### config.mk
export PLATFORM = sky130hd
export DESIGN_NAME = mod_counter_gen
export DESIGN_NICKNAME = d
export VERILOG_FILES = /design/src/rtl/mod_counter_gen.sv
export SDC_FILE = /design/constraint.sdc
export NUM_CORES = 1
export LEC_CHECK = 0
export CAP_MARGIN = 20
export CELL_PAD_IN_SITES_DETAIL_PLACEMENT = 0
export CELL_PAD_IN_SITES_GLOBAL_PLACEMENT = 1
export CORE_ASPECT_RATIO = 1.4
export CORE_UTILIZATION = 31
export CTS_CLUSTER_SIZE = 10
export DETAILED_ROUTE_END_ITERATION = 10
export PLACE_DENSITY_LB_ADDON = 0.08
export SLEW_MARGIN = 20
export SYNTH_ARGS = -nofsm -noshare
export SYNTH_HDL_FRONTEND = slang
export SYNTH_SLANG_ARGS = --single-unit
### constraint.sdc
create_clock -name clk -period 1.87 [get_ports clk]
set_clock_uncertainty 0.1 [all_clocks]
set_input_delay 0.2805 -clock clk [delete_from_list [all_inputs] [get_ports clk]]
set_output_delay 0.2805 -clock clk [all_outputs]
set_load 0.005 [all_outputs]
### src/rtl/mod_counter_gen.sv
// Parametrised up/down modulo counter with prescaler,
// parallel load, wrap/saturate mode, tc pulse and sticky ovf.
module mod_counter_gen #(
  parameter int WIDTH   = 4,
  parameter int MODULUS = 10,
  parameter int PRESC   = 2,
  parameter int PRESC_W = $clog2(PRESC) + 1
) (
  input  logic             clk,
  input  logic             rst,
  input  logic             en,
  input  logic             dir,
  input  logic             sat_mode,
  input  logic             load,
  input  logic [WIDTH-1:0] load_val,
  input  logic             clr_ovf,
  output logic [WIDTH-1:0] out,
  output logic             tick,
  output logic             tc,
  output logic             ovf
);

  // Top count value; fits in WIDTH even when MODULUS == 2^WIDTH.
  localparam logic [WIDTH-1:0]   MAX   = WIDTH'(MODULUS - 1);
  localparam logic [PRESC_W-1:0] PLAST = PRESC_W'(PRESC - 1);

  logic [WIDTH-1:0]   cnt_q, cnt_d;
  logic [PRESC_W-1:0] presc_q, presc_d;
  logic               tick_q, tick_d;
  logic               tc_q, tc_d;
  logic               ovf_q, ovf_d;
  logic               step;
  logic               at_top;
  logic               at_bot;

  // Next-state: load beats step; a wrap beats clr_ovf.
  always_comb begin
    step    = en && (presc_q == PLAST);
    at_top  = (cnt_q == MAX);
    at_bot  = (cnt_q == '0);
    cnt_d   = cnt_q;
    presc_d = presc_q;
    tick_d  = 1'b0;
    tc_d    = 1'b0;
    ovf_d   = ovf_q & ~clr_ovf;
    if (load) begin
      cnt_d   = (load_val > MAX) ? MAX : load_val;
      presc_d = '0;
    end else if (step) begin
      presc_d = '0;
      tick_d  = 1'b1;
      if (dir) begin
        if (at_top) begin
          tc_d = 1'b1;
          if (!sat_mode) begin
            cnt_d = '0;
            ovf_d = 1'b1;
          end
        end else begin
          cnt_d = cnt_q + 1'b1;
        end
      end else begin
        if (at_bot) begin
          tc_d = 1'b1;
          if (!sat_mode) begin
            cnt_d = MAX;
            ovf_d = 1'b1;
          end
        end else begin
          cnt_d = cnt_q - 1'b1;
        end
      end
    end else if (en) begin
      presc_d = presc_q + 1'b1;
    end
  end

  // State registers with synchronous reset.
  always_ff @(posedge clk) begin
    if (rst) begin
      cnt_q   <= '0;
      presc_q <= '0;
      tick_q  <= 1'b0;
      tc_q    <= 1'b0;
      ovf_q   <= 1'b0;
    end else begin
      cnt_q   <= cnt_d;
      presc_q <= presc_d;
      tick_q  <= tick_d;
      tc_q    <= tc_d;
      ovf_q   <= ovf_d;
    end
  end

  assign out  = cnt_q;
  assign tick = tick_q;
  assign tc   = tc_q;
  assign ovf  = ovf_q;

endmodule

; ---- Word level (Yosys, flattened, before mapping)
; Index checks and enable logic that the tools add are counted.
[op_classes]
n_addsub = 3
order_cmp = 1
eq_ne = 4
mux = 18
bitwise_logic = 3
reduce_logical = 7
[op_table]
columns = cell, n
row1 = 4-bit two-way mux, 8
row2 = 1-bit two-way mux, 10
row3 = "4-bit inequality test, second input constant", 2
row4 = 3-bit OR reduction, 2
row5 = "4-bit by 1-bit adder with 4-bit output, second input constant", 1
row6 = "4-bit == test, second input constant", 1
row7 = "4-bit > comparator, second input constant", 1
row8 = 4-bit zero test, 1
row9 = "4-bit by 1-bit subtractor with 4-bit output, second input constant", 1
row10 = 3-bit AND reduction, 1
row11 = "2-bit by 1-bit adder with 2-bit output, second input constant", 1
row12 = "2-bit by 1-bit == test with 1-bit output, second input constant", 1
row13 = 1-bit NOT, 2
row14 = 2-bit nonzero test, 1
row15 = 2-bit OR reduction, 1
row16 = 1-bit bitwise AND, 1
row17 = 1-bit logical AND, 1
[totals]
ff_bits = 9
wordCells = 41

; ---- Logic depth before layout (Yosys ltp)
; Gate-level depths: netlist (run 1).
[depth]
ltp_word = 7
ltp_mapped = 6

; ---- Worst setup path after synthesis (run 1)
; Ideal clock, no wire load.
[synth_timing]
path_type = register to register
start = reg cnt_q[0], in the netlist out[0]
end = reg cnt_q[1], in the netlist out[1]
setup_time_ns = 0.070
arrival_time_ns = 1.573
required_time_ns = 1.700
setup_slack_ns = 0.127
stages_incl_launch_ff = 7
path_buffers = 1
synth_period_minus_slack_ns = 1.743
path_cell_list = dfxtp_1 > buf_6 > or3_4 > a211oi_2 > a21oi_2 > or3_1 > a21oi_1
[synth_between]
elab_chain_cells = 5
elab_cells_between_ends = 12
[synth_lines]
columns = element, line_no
row1 = start: declaration, 27  ; logic [WIDTH-1:0] cnt_q, cnt_d;
row2 = start signal: assignment, 87  ; cnt_q <= cnt_d;
row3 = "4-bit by 1-bit subtractor with 4-bit output, or another cell as far along", 70  ; cnt_d = cnt_q - 1'b1;
row4 = "4-bit two-way mux, on equally long branches", "63, 53"
row5 = 4-bit two-way mux, 52  ; if (dir) begin
row6 = 4-bit two-way mux, 49  ; end else if (step) begin
row7 = 4-bit two-way mux, 46  ; if (load) begin
; Parallel ways exist; a longest one is shown, timed or not. The select of a mux whose other input is x is not followed.
; A chain may end at the register's enable or synchronous reset.

; ---- Final worst setup path (run 1)
[layout_timing]
start = in dir
end = reg cnt_q[1], in the netlist out[1]
[layout_between]
elab_chain_cells = 3
elab_cells_between_ends = 6
[layout_lines]
columns = element, line_no
row1 = start: declaration, 12  ; input logic dir,
row2 = 4-bit two-way mux, 52
row3 = 4-bit two-way mux, 49
row4 = 4-bit two-way mux, 46
; Parallel ways exist; a longest one is shown, timed or not. The select of a mux whose other input is x is not followed.

==> qor.yml, run 1 <==
timing:
  finalCritPeriodShare_pct: 96.1
  tns_ps: 0
  period_needed_ps: 1800
  max_freq_mhz: 556
  holdWs_ps: 395
  slew_viol_final: 0
  finalSetupViolations: 0
  final_hold_viol_count: 0
  tightestPinTransition_ps: 415
  max_slew_margin_pct: 72.3
placed_design:
  globalplace.congestion: 0.732
  dp.cells: 108
  hpwl_um: 1060
  numPortBuffers: 17
  place_area_um2: 778
grt:
  grtUsageTotal_pct: 15.9
  antenna_found_initial: 0
  grt_pass1_wl_um: 2230
  grt_pass1_vias: 520
  grt_max_degree: 12
  grt.overflow.total: 0
logic_synthesis:
  synth_xor_area_share_pct: 4.57
  synth_ff_type: "dfxtp_1"
  yosysWarnings: 0
  synth-seq-cells: 9
  synth_compound_area_share_pct: 23.3
  yosysSeqAreaShare_pct: 31.3
  synth_top_family_by_area: "simple AND/OR/NAND/NOR gates"
  synth_cell_types: 35
  synth_fa_ha_area_share_pct: 2.17
  syn_area_per_cell_um2: 8.34
  synthMuxAreaShare_pct: 3.48
  async_reset_ff_share_pct: 0
  syn_nets: 81
  yosys.area_share.simple_pct: 26.1
  synth_edf_count: 0
  netlist_area_um2: 576
  netlist_instances: 69
setup_path:
  startpoint_type: "primary input"
  crit_arrival_ps: 1890
  cp_max_fo: 7
  end_kind: "register"
  required_ps: 1960
  critical_path_class: "primary input to register"
detailed_routing:
  route.detailed.drc: 0
  drtIter0Drc: 2
  first_pass_iters: 4
  wl_per_cell_um: 12.6
  vias_per_cell: 5.00
  via_count: 560
  drt.antenna.violating_nets: 0
  drt_wl_total_um: 1410
clocking:
  post_cts_buffers: 0
  numCtsBuffers: 3
  clk_pin_slew_ps: 60
  cts_num_sinks: 9
  htree_levels: 1
  cts_tree: "built"
  clkLatencyLatePin_ps: 260
  cts_root_buf: "clkbuf_4"
  cts.path.max_buffers: 2
power_and_ir_drop:
  p_leak_nw: 0.309
  ir_drop_mv: 0.276
  powerDensity_mw_per_mm2: 591
finish:
  syn_to_final_growth_pct: 43.5
  layout.cells.non_filler: 112
  fin_area_um2: 826
  fin_nets: 105
  diodes: 0
  drive_gt1_share_pct: 18.5
floorplanning:
  die-area_mm2: 0.00204
  initial_core_util_pct: 32.8
  fp.coreArea_mm2: 0.00176
  die_w_um: 38.4
  rows: 18
  io_pins: 18
  die_h_um: 53.0
run_status:
  status: "finished clean"
worst_hold_path:
  worst_hold_path_type: "register to register"
run:
  drv_cap: 0
==> area by class of cell <==
| cell class | count | area, um2 |
|---|---|---|
| inverter | 4 | 15.0 |
| tap | 20 | 25.0 |
| sequential | 9 | 181 |
| fill | 189 | 931 |
| multi-input combinational | 52 | 363 |
| clock buffer | 4 | 26.3 |
| timing repair buffer | 23 | 215 |
==> registers in the layout, summed over array words and instances (netlist names) <==
name and flops:
ovf 1, tc 1, out 4, presc_q 2
tick 1
==> timing repair <==
item	4_1_cts	5_1_grt
endpoints found under the setup margin	0	1
gates resized for setup	0	4
hold buffers	0	0
==> synth_stat cells, types with 2 or more instances <==
cell      n  area, um2
a211oi_1  2       15.0
a21oi_1   3       15.0
o22ai_1   2       12.5
nand2b_1  2       12.5
nor3_1    3       15.0
inv_1     4       15.0
buf_4     2       15.0
buf_6     2       22.5
xor2_1    2       17.5
mux2i_1   2       20.0
nand2_1   6       22.5
dfxtp_1   9        180
nor2_1    7       26.3
nor4_1    2       12.5
==> metrics by stage <==
stage / power [mW] / setup slack, ps / util [%]
global route: 0.521 / -23.2 / 47.0
floorplan: 0.285 / 127 / -
detailed placement: 0.339 / -187 / 44.3
CTS: 0.488 / 66.9 / 45.8
finish: 0.488 / 72.2 / 47.0
global placement: 0.340 / -180 / 44.3
==> cell families (layout without fill, tap and decap cells) <==
family,Yosys count,in the layout
XOR/XNOR,3,3
buffers and inverters,8,31
AO/OA/AOI/OAI,18,18
flip-flops,9,9
multiplexers,2,2
AND/OR/NAND/NOR,28,28
adder cells (fa/ha/maj),1,1
==> worst max-delay path, cell delays in order <==
cell and delay (ps):
clkdlybuf4s50_1 480, buf_4 150, nand3_2 110, a211oi_4 290, a21oi_4 120, or3_1 320, a21oi_1 130
==> final timing paths <==
check             slack (ps)  cells past startpoint        from         end
setup reg to reg         170                      5      out[3]      out[1]
setup / recovery          70                      7         dir      out[1]
hold reg to reg          400                      2  presc_q[1]  presc_q[1]
hold / removal           400                      2  presc_q[1]  presc_q[1]
==> cells in the final DEF, fill, tap and decap left out, types with 2 or more instances in the layout <==
cell             count
dfxtp_1              8
buf_4                6
nor2_1               7
nand2b_1             2
xor2_1               2
mux2i_1              2
clkbuf_4             3
inv_1                4
a21oi_1              3
nor3_1               3
a211oi_1             2
clkdlybuf4s50_1     17
o22ai_1              2
nand2_1              6
nor4_1               2
==> power by group <==
part | internal [mW] | switching (mW)
registers | 0.200 | 0.0120
logic | 0.0739 | 0.0549
clock network | 0.0821 | 0.0650
total | 0.356 | 0.132
==> routing by layer <==
metal  share of wire [%]  track usage [%]  vias to the layer above
met3                 2.2             1.26                        2
li1                    -                -                      294
met1                  43             16.9                      253
met5                   0                0                        -
met4                 1.2             8.62                        0
met2                  54             29.7                       11
No activity file was read; power rests on OpenSTA's default activity.
==> inputs of run 2 (changes only) <==
CORE_ASPECT_RATIO = not set   (was 1.4)
CORE_UTILIZATION = 34   (was 31)
CTS_CLUSTER_SIZE = 16   (was 10)
SLEW_MARGIN = 5   (was 20)
clock period = 2.1 ns   (was 1.87 ns; I/O delays follow)
==> qor.yml, run 2 (synthesis gave the netlist of run 1 again) <==
run_status:
  status: "finished clean"  # unchanged
timing:
  max_slew_margin_pct: 73.0  # was 72.3%
  period_needed_ps: 1830
  finalSetupViolations: 0  # unchanged
  slew_viol_final: 0  # unchanged
  final_hold_viol_count: 0  # unchanged
  max_freq_mhz: 547
  rsz0062_at_grt: "false"
  holdWs_ps: 396  # was 395 ps
  tightestPinTransition_ps: 403  # was 415 ps
  tns_ps: 0  # unchanged
  finalCritPeriodShare_pct: 87.0
detailed_routing:
  drt.antenna.violating_nets: 0  # unchanged
  route.detailed.drc: 0  # unchanged
  vias_per_cell: 5.14  # was 5.00
  drtIter0Drc: 11  # was 2
  first_pass_iters: 4  # unchanged
  via_count: 540  # was 560
  wl_per_cell_um: 12.5  # was 12.6 um
  drt_wl_total_um: 1310  # was 1410 um
clocking:
  clk_pin_slew_ps: 60  # about the same
  postCtsHoldBufs: 0  # unchanged
  post_cts_buffers: 0  # unchanged
  htree_levels: 1  # unchanged
  post_cts_resized: 0  # unchanged
  cts.path.max_buffers: 2  # unchanged
  cts_num_sinks: 9  # unchanged
  cts_root_buf: "clkbuf_4"  # unchanged
  cts_tree: "built"  # unchanged
  numCtsBuffers: 3  # unchanged
  clkLatencyLatePin_ps: 260  # about the same
setup_path:
  cp_slowest_cell: "clkdlybuf4s50_1"  # unchanged
  reg2reg_setup_slack_ps: 370  # was 170 ps
  cp_max_fo: 7  # unchanged
  cpPeakStageDelay_ps: 420  # was 480 ps
  path_cells: "clkdlybuf4s50_1 > or3_4 > a211oi_2 > a21oi_2 > a31o_1 > a211oi_1"  # was clkdlybuf4s50_1 > buf_4 > nand3_2 > a211oi_4 > a21oi_4 > or3_1 > a21oi_1
  end_kind: "register"  # unchanged
  r2r_cells: 5  # unchanged
  startpoint_type: "primary input"  # unchanged
  required_ps: 2180  # was 1960 ps
  critical_path_class: "primary input to register"  # unchanged
  crit_arrival_ps: 1910  # was 1890 ps
floorplanning:
  die-area_mm2: 0.00186  # was 0.00204 mm2
  die_w_um: 43.1  # was 38.4 um
  fp.coreArea_mm2: 0.00154  # was 0.00176 mm2
  initial_core_util_pct: 37.3  # was 32.8%
  io_pins: 18  # unchanged
  rows: 14  # was 18
  die_h_um: 43.1  # was 53.0 um
placed_design:
  dp.cells: 101  # was 108
  hpwl_um: 992  # was 1060 um
  globalplace.congestion: 0.723  # was 0.732
  numPortBuffers: 17  # unchanged
run:
  drv_cap: 0  # unchanged
grt:
  grt_pass1_vias: 553  # was 520
  grtUsageTotal_pct: 16.8  # was 15.9%
  antenna_found_initial: 0  # unchanged
  grt_pass1_wl_um: 2370  # was 2230 um
  grt.overflow.total: 0  # unchanged
  grt_max_degree: 14  # was 12
finish:
  final_cell_mix: "clkdlybuf4s50_1, dfxtp_1, nor2_1, nand2_1, inv_1"  # was clkdlybuf4s50_1, dfxtp_1, nor2_1, nand2_1, buf_4
  utilization_pct: 50.4  # was 47.0%
  layout.cells.non_filler: 105  # was 112
  drive_gt1_share_pct: 13.5  # was 18.5%
  largest_reg_flops: 4  # unchanged
  final_common_cell: "clkdlybuf4s50_1"  # unchanged
  diodes: 0  # unchanged
  syn_to_final_growth_pct: 35.0  # was 43.5%
  fin_nets: 102  # was 105
worst_hold_path:
  min_path_cells: 2  # unchanged
  worst_hold_path_type: "register to register"  # unchanged
power_and_ir_drop:
  powerDensity_mw_per_mm2: 553  # was 591 mW/mm2
  p_leak_nw: 0.292  # was 0.309 nW
  ir_drop_mv: 0.361  # was 0.276 mV
[run 2: cell type report]
type / instances / area (um2)
Fill cell: 157 / 764
Multi-Input combinational cell: 52 / 343
Timing Repair Buffer: 20 / 193
Sequential cell: 9 / 180
Clock buffer: 4 / 26.3
Tap cell: 16 / 20.0
Inverter: 4 / 15.0
[run 2: path summary, 6_finish.rpt]
| path | from | end |
|---|---|---|
| setup reg to reg | out[0] | out[2] |
| setup / recovery | dir | out[2] |
| hold reg to reg | presc_q[1] | presc_q[1] |
| hold / removal | presc_q[1] | presc_q[1] |
[run 2: stage by stage]
step	setup WS (ps)	cell area (um2)	total power [mW]
after detailed placement	24.8	751	0.297
after global routing	162	777	0.456
after global placement	43.1	751	0.297
final	273	777	0.430
after CTS	285	777	0.437
after floorplan	357	576	0.254
[run 2: metal layers]
layer,track usage (%),part of all wire (%)
met2,27.5,47
met4,7.27,0.99
met1,21.5,49
met3,2.55,2.5
met5,0,0
[run 2: critical path: cells and delay by family]
kind | cells | cell delay (ps)
buf+inv | 1 | 420
simple gates | 1 | 340
compound gates | 4 | 840
[run 2: power by group]
part | internal [mW] | switching (mW)
Sequential | 0.178 | 0.0102
Clock | 0.0734 | 0.0632
Combinational | 0.0603 | 0.0453
